## src/rtl/math_game_pkg.sv

```systemverilog
// math_game_pkg: shared state encodings and ALU opcode/operand-select constants
// for the binary math game round controller and its datapath.
package math_game_pkg;
    typedef enum logic [4:0] {
        LOAD_A   = 5'd0,
        LOAD_A_W = 5'd1,
        LOAD_B   = 5'd2,
        LOAD_B_W = 5'd3,
        LOAD_C   = 5'd4,
        LOAD_C_W = 5'd5,
        LOAD_X   = 5'd6,
        LOAD_X_W = 5'd7,
        CALC1    = 5'd8,
        CALC2    = 5'd9,
        CALC3    = 5'd10,
        CALC4    = 5'd11,
        CALC5    = 5'd12,
        ANSWER   = 5'd13,
        ANSWER_W = 5'd14,
        CHECK    = 5'd15,
        RESULT   = 5'd16,
        RESULT_W = 5'd17
    } state_t;
    localparam logic ALU_ADD = 1'b0;
    localparam logic ALU_MUL = 1'b1;
    localparam logic [1:0] SEL_A = 2'd0;
    localparam logic [1:0] SEL_B = 2'd1;
    localparam logic [1:0] SEL_C = 2'd2;
    localparam logic [1:0] SEL_X = 2'd3;
endpackage

```

## src/rtl/math_round_timer.sv

```systemverilog
// math_round_timer: answer countdown; reloads on request, decrements on enabled
// ticks and flags expiry on the tick that takes it from 1 to 0.
module math_round_timer #(
    parameter int ROUND_TICKS = 30
) (
    input  logic       clk,
    input  logic       resetn,
    input  logic       i_reload,
    input  logic       i_dec,
    output logic [7:0] o_time_left,
    output logic       o_expire
);
    localparam logic [7:0] RELOAD = 8'(ROUND_TICKS);
    logic [7:0] r_time_left;
    assign o_time_left = r_time_left;
    assign o_expire    = i_dec && (r_time_left <= 8'd1);
    always_ff @(posedge clk or negedge resetn) begin
        if (!resetn)
            r_time_left <= RELOAD;
        else if (i_reload)
            r_time_left <= RELOAD;
        else if (i_dec && r_time_left != 8'd0)
            r_time_left <= r_time_left - 8'd1;
    end
endmodule

```

## src/rtl/math_round_ctrl.sv

```systemverilog
// math_round_ctrl: sequences a/b/c/x loading, r = a*x*x + b*x + c, answer check
// and scoring. Define MATH_ROUND_TIMEOUT_EN to enable the answer countdown.
module math_round_ctrl
    import math_game_pkg::*;
#(
    parameter int ROUND_TICKS = 30
) (
    input  logic       clk,
    input  logic       resetn,
    input  logic       go,
    input  logic [7:0] ans_in,
    input  logic [7:0] data_result,
    input  logic       tick,
    output logic       ld_a,
    output logic       ld_b,
    output logic       ld_c,
    output logic       ld_x,
    output logic       ld_alu_out,
    output logic       ld_r,
    output logic       alu_op,
    output logic [1:0] alu_select_a,
    output logic [1:0] alu_select_b,
    output logic       correct,
    output logic [7:0] cur_score,
    output logic [7:0] high_score,
    output logic [7:0] time_left,
    output logic [4:0] state_dbg
);
    state_t     r_state;
    logic [7:0] r_latch;
    logic       r_timeout;
    logic       r_correct;
    logic [7:0] r_cur;
    logic [7:0] r_high;
    logic       w_expire;
    logic       w_ok;
    logic       w_mul;
`ifdef MATH_ROUND_TIMEOUT_EN
    logic w_dec;
    assign w_dec = (r_state == ANSWER) && tick && !go;
    math_round_timer #(.ROUND_TICKS(ROUND_TICKS)) u_timer (
        .clk         (clk),
        .resetn      (resetn),
        .i_reload    (r_state == CALC5),
        .i_dec       (w_dec),
        .o_time_left (time_left),
        .o_expire    (w_expire)
    );
`else
    logic w_unused_tick;
    assign w_unused_tick = tick;
    assign time_left     = 8'(ROUND_TICKS);
    assign w_expire      = 1'b0;
`endif
    assign w_ok         = (r_latch == data_result) && !r_timeout;
    assign w_mul        = (r_state == CALC1) || (r_state == CALC2) || (r_state == CALC3);
    assign ld_a         = (r_state == LOAD_A && go) || r_state == CALC1 || r_state == CALC2 || r_state == CALC4;
    assign ld_b         = (r_state == LOAD_B && go) || r_state == CALC3;
    assign ld_c         = r_state == LOAD_C && go;
    assign ld_x         = r_state == LOAD_X && go;
    assign ld_alu_out   = w_mul || r_state == CALC4;
    assign ld_r         = r_state == CALC5;
    assign alu_op       = w_mul ? ALU_MUL : ALU_ADD;
    assign alu_select_a = (r_state == CALC3) ? SEL_B : SEL_A;
    assign alu_select_b = w_mul ? SEL_X : (r_state == CALC4) ? SEL_B : (r_state == CALC5) ? SEL_C : SEL_A;
    assign correct      = r_correct;
    assign cur_score    = r_cur;
    assign high_score   = r_high;
    assign state_dbg    = r_state;
    always_ff @(posedge clk or negedge resetn) begin
        if (!resetn) begin
            r_state   <= LOAD_A;
            r_latch   <= 8'd0;
            r_timeout <= 1'b0;
            r_correct <= 1'b0;
            r_cur     <= 8'd0;
            r_high    <= 8'd0;
        end else begin
            case (r_state)
                LOAD_A:   if (go) r_state <= LOAD_A_W;
                LOAD_A_W: if (!go) r_state <= LOAD_B;
                LOAD_B:   if (go) r_state <= LOAD_B_W;
                LOAD_B_W: if (!go) r_state <= LOAD_C;
                LOAD_C:   if (go) r_state <= LOAD_C_W;
                LOAD_C_W: if (!go) r_state <= LOAD_X;
                LOAD_X:   if (go) r_state <= LOAD_X_W;
                LOAD_X_W: if (!go) r_state <= CALC1;
                CALC1:    r_state <= CALC2;
                CALC2:    r_state <= CALC3;
                CALC3:    r_state <= CALC4;
                CALC4:    r_state <= CALC5;
                CALC5:    r_state <= ANSWER;
                ANSWER: begin
                    // a press beats a simultaneous expiry
                    if (go) begin
                        r_latch   <= ans_in;
                        r_timeout <= 1'b0;
                        r_state   <= ANSWER_W;
                    end else if (w_expire) begin
                        r_timeout <= 1'b1;
                        r_state   <= CHECK;
                    end
                end
                ANSWER_W: if (!go) r_state <= CHECK;
                CHECK: begin
                    r_correct <= w_ok;
                    if (w_ok) begin
                        r_cur <= (r_cur == 8'd255) ? r_cur : r_cur + 8'd1;
                    end else begin
                        r_high <= (r_cur > r_high) ? r_cur : r_high;
                        r_cur  <= 8'd0;
                    end
                    r_state <= RESULT;
                end
                RESULT:   if (go) r_state <= RESULT_W;
                RESULT_W: if (!go) r_state <= LOAD_A;
                default:  r_state <= LOAD_A;
            endcase
        end
    end
endmodule

```

## config.mk

```make
export PLATFORM = sky130hd
export DESIGN_NAME = math_round_ctrl
export DESIGN_NICKNAME = d
export VERILOG_FILES = /design/src/rtl/math_game_pkg.sv /design/src/rtl/math_round_timer.sv /design/src/rtl/math_round_ctrl.sv
export SDC_FILE = /design/constraint.sdc
export NUM_CORES = 1
export LEC_CHECK = 0
export ABC_AREA = 0
export BUFFER_PORTS_ARGS = -buffer_cell sky130_fd_sc_hd__buf_4
export CAP_MARGIN = 20
export CORE_MARGIN = 2
export CORE_UTILIZATION = 43
export DETAILED_ROUTE_END_ITERATION = 8
export MAX_ROUTING_LAYER = met4
export PLACE_DENSITY_LB_ADDON = 0.05
export SYNTH_ARGS = -nofsm -noshare
export SYNTH_HDL_FRONTEND = slang
export SYNTH_SLANG_ARGS = --single-unit
```

## constraint.sdc

```tcl
create_clock -name clk -period 4.2 [get_ports clk]
set_input_delay 0.42 -clock clk [delete_from_list [all_inputs] [get_ports clk]]
set_output_delay 0.42 -clock clk [all_outputs]
set_load 0.02 [all_outputs]
```

-- After elaboration in Yosys (flattened, before gate mapping)
Index checks and enable logic that the tools add are counted.
- $add $sub $neg: 1
- $mul: 0
- divide/modulo/power cells: 0
- $lt $le $gt $ge: 1
- equal/unequal tests: 32
- shift operators: 0
- mux-type cells: 20
- bitwise logic cells: 1
- reduce and logical (&&, ||, !) cells: 16
- operator list (kind ; number):
    $pmux W5 S18 ; 1
    $mux W5 ; 12
    $eq A5 B4 Y1 const B ; 8
    $ne A2 B2 Y1 const B ; 13
    $eq A5 B3 Y1 const B ; 4
    $mux W8 ; 2
    $reduce_and A12 Y1 ; 1
    $eq A5 B2 Y1 const B ; 2
    $eq A5 B5 Y1 const B ; 2
    $add A8 B1 Y8 const B ; 1
    $eq A8 B8 Y1 ; 1
    $eq A8 B8 Y1 const B ; 1
    $gt A8 B8 Y1 ; 1
    $logic_or A1 B1 Y1 ; 7
    $mux W2 ; 3
    $eq A5 B1 Y1 const B ; 1
    $logic_not A5 Y1 ; 1
    $logic_and A1 B1 Y1 ; 4
    $reduce_and A2 Y1 ; 2
    $reduce_and A3 Y1 ; 1
    $mux W1 ; 2
    $not A1 Y1 ; 1
- register bits after elaboration: 30
- bits in latches: 0
- RAM bits: 0
- ROM bits: 0
- output and inout bits: 41
- word-level logic and storage cells: 76
- memories: 0

-- Depth between registers and ports, before layout
Gate-level depths: netlist of the first run.
- depth after elaboration: 5
- gate-level depth with buffers: 7

-- Least setup slack after synthesis of the first run
OpenSTA, ideal clock, no wires.
- path kind: reg2out
- start: reg r_state[4] (netlist: state_dbg[4])
- end: out alu_select_b[1]
- arrival time: 1797 ps
- path slack: 1983 ps
- stages on the path, launching flop included: 4
- cells stage by stage: dfrtp_1 -> clkbuf_1 -> nor4_1 -> or2_2
- longest elaborated chain between the ends: 4
- elaborated cells between the ends (all ways): 10
- RTL lines (element ; RTL line ; source):
    start: declaration ; math_round_ctrl.sv:29 ; state_t r_state;
    start signal: assignment ; math_round_ctrl.sv:72 ; r_state <= LOAD_A;
    start signal: assignment ; math_round_ctrl.sv:80 ; LOAD_A: if (go) r_state <= LOAD_A_W;
    start signal: assignment ; math_round_ctrl.sv:81 ; LOAD_A_W: if (!go) r_state <= LOAD_B;
    $eq A5 B4 Y1 ; n/a ;
    via ld_r ; math_round_ctrl.sv:19 ; output logic ld_r,
    $mux W2 (3 in a row) ; math_round_ctrl.sv:65 ; assign alu_select_b = w_mul ? SEL_X : (r_state == CALC4) ? SEL_B : (r_state == CALC5) ? SEL_C : SEL_A;
    end: declaration ; math_round_ctrl.sv:22 ; output logic [1:0] alu_select_b,
The timed path passes the listed nets, and every way through them passes these cells.

-- Worst setup path after layout of the first run
- start: reg r_state[4] (netlist: state_dbg[4])
- end: out alu_select_b[1]
- longest elaborated chain between the ends: 4
- elaborated cells between the ends (all ways): 10
- RTL lines (element ; RTL line):
    $eq A5 B4 Y1 (on tied branches) ; math_round_ctrl.sv:65, math_round_ctrl.sv:56
    $mux W2 or $logic_or A1 B1 Y1 (tied branches) (2 in a row) ; math_round_ctrl.sv:65, math_round_ctrl.sv:56
    $mux W2 (*) ; math_round_ctrl.sv:65
Every way passes the cells marked *; elsewhere a longest branch is shown, timed or not.

==> qor.yml, run 1 <==
p_leak_nw: 1.12
gp_congestion: 0.800
drive_gt1_share_pct: 34.6
synth_top_area_share_pct: 40.0
numCtsBuffers: 5
cts.sinks: 30
die_area_um2: 4910
core.rowCount: 24
initial_core_util_pct: 44.0
total_power_mw: 1.70
maxCapViolCount: 0
cts.htree.levels: 2
vias: 1467
ys_seq_elements: 30
cts.path.max_buffers: 2
fin_ws_ns: 2.01
wl_per_cell_um: 13.4
p_per_area_nw_per_um2: 731
yosys-top-cells-count: "30 x dfrtp_1, 20 x nor2_1, 15 x mux2_2, 13 x inv_1, 11 x nand2_1"
critical_path_arrival_ns: 1.77
die_h_um: 70.1
reg2reg_from: "cur_score[3]"
yosys_warnings: 0
hold_path.class: "in2async"
final_cells: 289
cp-end-kind: "output port"
io_pins: 61
final.period_utilization_pct: 52.1
fin_util_pct: 54.4
synth_top_family_by_area: "simple AND/OR/NAND/NOR gates"
core_area_um2: 4260
critical_path_class: "reg2out"
synthAdderAreaFrac_pct: 6.00
synth_edf_count: 0
avgSynthCellArea_um2: 9.93
ctsHoldBuffers: 0
synthArstFlopShare_pct: 100
status: "finished, final reports clean"
synth.most_common_cell: "dfrtp_1"
worst_slew_pin_slew_ns: 0.604
drt_iter0_drc: 44
antennaDiodeCount: 0
yosysTopAreaCell: "dfrtp_1"
synthMuxAreaShare_pct: 10.9
r2r_slack_ns: 2.08
whs_ns: 0.0554
ant_nets: 0
die_w_um: 70.1
antenna_found_initial: 0
rsz0062_at_grt: "false"
synthesis.area_um2: 1880
place_area_um2: 2230
vias_per_cell: 5.08
cts_tree: "built"
cts_root_buffer: "clkbuf_8"
grt_pass1_vias: 1481
ir_drop_mv: 0.328
layout.nets: 265
route.detailed.drc: 0
crit_fanout: 14
place_ws_ns: 2.08
postCtsSetupRepairBufs: 0
crit_required_ns: 3.78
synthXorXnorAreaFrac_pct: 6.53
finalInstanceArea_um2: 2320
synthDistinctLibCells: 42
wl_um: 3870
dp_cells: 281
yosysSeqAreaShare_pct: 40.0
critPathLaunchType: "flop"
cts_resized: 0
grt_usage_pct: 17.5
ys.flop_type: "dfrtp_1"
final-hold-violation-count: 0
finalSetupTns_ns: 0
final-setup-viol-count: 0
port_buffers: 50
fmax_mhz: 457
syn-instance-count: 189
yosys-top-cells-area: "dfrtp_1 40%, mux2_2 9.0%, ha_1 6.0%"
path_clk_slew_ns: 0.07
grt_pass1_wl_um: 6730
synth-simple-area-share_pct: 17.6
finalMaxSlewViolations: 0
maxSlewHeadroom_pct: 59.5
reg2reg_depth: 5
worstSkewPairLatency_ns: 0.28
skew_ns: 0.00733
dr.pass1.iters: 4
synth_compound_area_share_pct: 9.73
dp_hpwl_um: 2890
r2r-end: "high_score[7]"
period_minus_slack_ns: 2.19
nFillCells: 399
grt_max_degree: 31
grt-ovfl-total: 0
syn_to_final_growth_pct: 23.7
-- worst max-delay path, stage by stage (launching register included) --
cell and delay (ns):
dfrtp_1 0.71, nor2_1 0.12, nand2_1 0.14, a21oi_1 0.07, or2_2 0.29, buf_4 0.16
-- layout make-up --
type	instances	area, um^2	share of cell area (%)
tap	52	65.1	2.80
timing repair buffer	50	375	16.2
clock inverter	2	12.5	0.539
sequential	30	751	32.3
multi-input combinational	136	986	42.5
clock buffer	6	82.6	3.56
inverter	13	48.8	2.10
-- power by group --
part	internal [mW]	switching [mW]	leakage [nW]
Combinational	0.396	0.447	0.688
Sequential	0.417	0.191	0.381
Clock	0.131	0.113	0.0472
-- worst max-delay path by stage --
stage / start / endpoint / depth (start not counted)
global placement: state_dbg[0] / high_score[0] / 5
floorplan: state_dbg[4] / alu_select_b[1] / 3
global route: state_dbg[4] / alu_select_b[1] / 5
finish: state_dbg[4] / alu_select_b[1] / 5
detailed placement: state_dbg[0] / high_score[0] / 5
CTS: state_dbg[4] / alu_select_b[1] / 5
-- cells in the final DEF (no fill, tap or decap), types with 2 or more instances in the layout --
| master | instances |
|---|---|
| nand4_1 | 4 |
| conb_1 | 9 |
| nand2b_1 | 2 |
| xor2_1 | 5 |
| o21ai_0 | 4 |
| mux2_2 | 15 |
| nor4_1 | 2 |
| ha_1 | 9 |
| a21oi_1 | 9 |
| a211oi_1 | 3 |
| nand3_1 | 8 |
| inv_1 | 13 |
| buf_4 | 50 |
| dfrtp_1 | 30 |
| nor2_1 | 20 |
| clkbuf_8 | 6 |
| mux2i_1 | 2 |
| nand2_1 | 11 |
| xnor2_1 | 9 |
| nor2b_1 | 4 |
-- metal layers --
layer  wire [um]  part of all wire [%]  track usage [%]
met1        1630                    42             20.3
met2        1980                    51             29.6
met3         219                   5.7             5.19
met4          38                  0.98             5.13
met5           0                     0                -
-- flip-flops by register name (all words and copies together), names as in the netlist --
signal      flops
correct         1
cur_score       8
high_score      8
r_latch         8
state_dbg       5
-- kinds of logic after synthesis --
kind of cell,count (synthesis)
other,2
buffers and inverters,30
AO/OA/AOI/OAI,24
flip-flops,30
AND/OR/NAND/NOR,62
adder cells (fa/ha/maj),9
XOR/XNOR,14
multiplexers,18
Note: power is estimated with default switching activity, not from simulation.
==> run 2, diff against run 1 <==
Clock period 4.2 ns to 2.03 ns, I/O delays scaled along.
==> qor.yml, run 2 (same netlist as run 1, synthesis figures left out) <==
vias_per_cell: 5.06
die_h_um: 70.1
cts.path.max_buffers: 2
crit_fanout: 8
skew_ns: 0.00713
status: "finished, final reports clean"
final.period_utilization_pct: 94.7
critical_path_arrival_ns: 2.09
layout.nets: 286
wl_per_cell_um: 13.0
syn_to_final_growth_pct: 36.6
vias: 1570
grt_pass1_wl_um: 6900
place_ws_ns: 0.0390
hold_path.class: "in2reg"
cts_root_buffer: "clkbuf_8"
core.rowCount: 24
p_per_area_nw_per_um2: 1580
critical_path_class: "reg2reg"
layout_common_cells: "69 x buf_4, 30 x dfrtp_1, 20 x nor2_1"
final-seq-area_um2: 751
route.detailed.drc: 0
fin_util_pct: 60.1
final_common_cell: "buf_4"
fin_ws_ns: 0.108
p_seq_share_pct: 26.4
crit_required_ns: 2.20
finalSetupTns_ns: 0
finalMaxSlewViolations: 0
numCtsBuffers: 5
grt_usage_pct: 18.0
p_leak_nw: 1.25
p_comb_share_pct: 54.8
ir_drop_mv: 0.691
wl_um: 4020
switching_share_pct: 40.6
cp-end-kind: "flop"
p_switching_mw: 1.64
drive_gt1_share_pct: 41.1
antennaDiodeCount: 0
die_area_um2: 4910
initial_core_util_pct: 44.0
power.internal_mw: 2.40
gp_congestion: 0.762
grt_pass1_vias: 1550
io_pins: 61
dr.pass1.iters: 4
grt-ovfl-total: 0
ant_nets: 0
maxCapViolCount: 0
dp_hpwl_um: 3060
multiInputGateArea_um2: 1010
critPathLaunchType: "flop"
antenna_found_initial: 0
nFillCells: 382
final-hold-violation-count: 0
cts.htree.levels: 2
grt_max_degree: 31
fmax_mhz: 520
path_clk_slew_ns: 0.07
pwr-share-clk_pct: 18.7
die_w_um: 70.1
worstSkewPairLatency_ns: 0.29
core_area_um2: 4260
cts_tree: "built"
cts.sinks: 30
period_minus_slack_ns: 1.92
drt_iter0_drc: 49
port_buffers: 50
final-setup-viol-count: 0
==> run 2: timing repair <==
action | in CTS | in global routing
buffers inserted | 0 | 4
endpoints found under the setup margin | 0 | 10
gates resized for setup | 0 | 4
hold endpoints to repair | 30 | 0
hold buffers | 1 | 0
==> run 2: power by group through the flow <==
stage | Combinational (mW) | Sequential [mW] | Clock (mW)
2_1_floorplan | 1.10 | 1.33 | 0
3_3_place_gp | 2.09 | 1.06 | 0
3_5_place_dp | 2.14 | 1.08 | 0
4_1_cts | 2.15 | 1.07 | 0.768
5_1_grt | 2.44 | 1.11 | 0.802
6_report | 2.21 | 1.07 | 0.757
==> run 2: worst paths after layout <==
check	start	endpoint	slack, ns	depth (start not counted)
worst max-delay path	high_score[1]	high_score[3]	0.11	8
worst min-delay path	ans_in[3]	r_latch[3]	0.15	2
worst max register to register	high_score[1]	high_score[3]	0.11	8
worst min register to register	r_latch[3]	r_latch[3]	0.53	1
max in group asynchronous	resetn	high_score[7]	1.36	2
min in group asynchronous	resetn	high_score[2]	0.37	2
==> run 2: layer usage <==
metal  share of wire, %  track usage [%]
met3                5.3             4.47
met5                  0                -
met1                 42             20.8
met2                 50             29.9
met4                2.2             7.26
==> run 2: final cells by class <==
class	instances	area share [%]
clock buffer	6	3.22
clock inverter	2	2.34
inverter	13	1.90
multi-input combinational	136	39.3
sequential	30	29.3
tap	52	2.54
timing repair buffer	71	21.4
==> run 2: worst max-delay path, cell delays in order, from the launching register on <==
cell      delay [ns]
dfrtp_1         0.39
inv_2           0.08
ha_4            0.19
nor2b_1         0.12
o211ai_1        0.20
a211oi_2        0.12
o211ai_4        0.21
buf_12          0.15
mux2_2          0.33
==> run 2: stage by stage <==
stage	instances	cell area, um^2	power [mW]	hold WS (ns)
finish	310	2560	4.04	0.148
global route	310	2560	4.35	0.143
CTS	306	2500	3.99	0.141
detailed placement	297	2350	3.22	0.158
global placement	297	2350	3.15	0.154
floorplan	196	1900	2.43	-0.0926
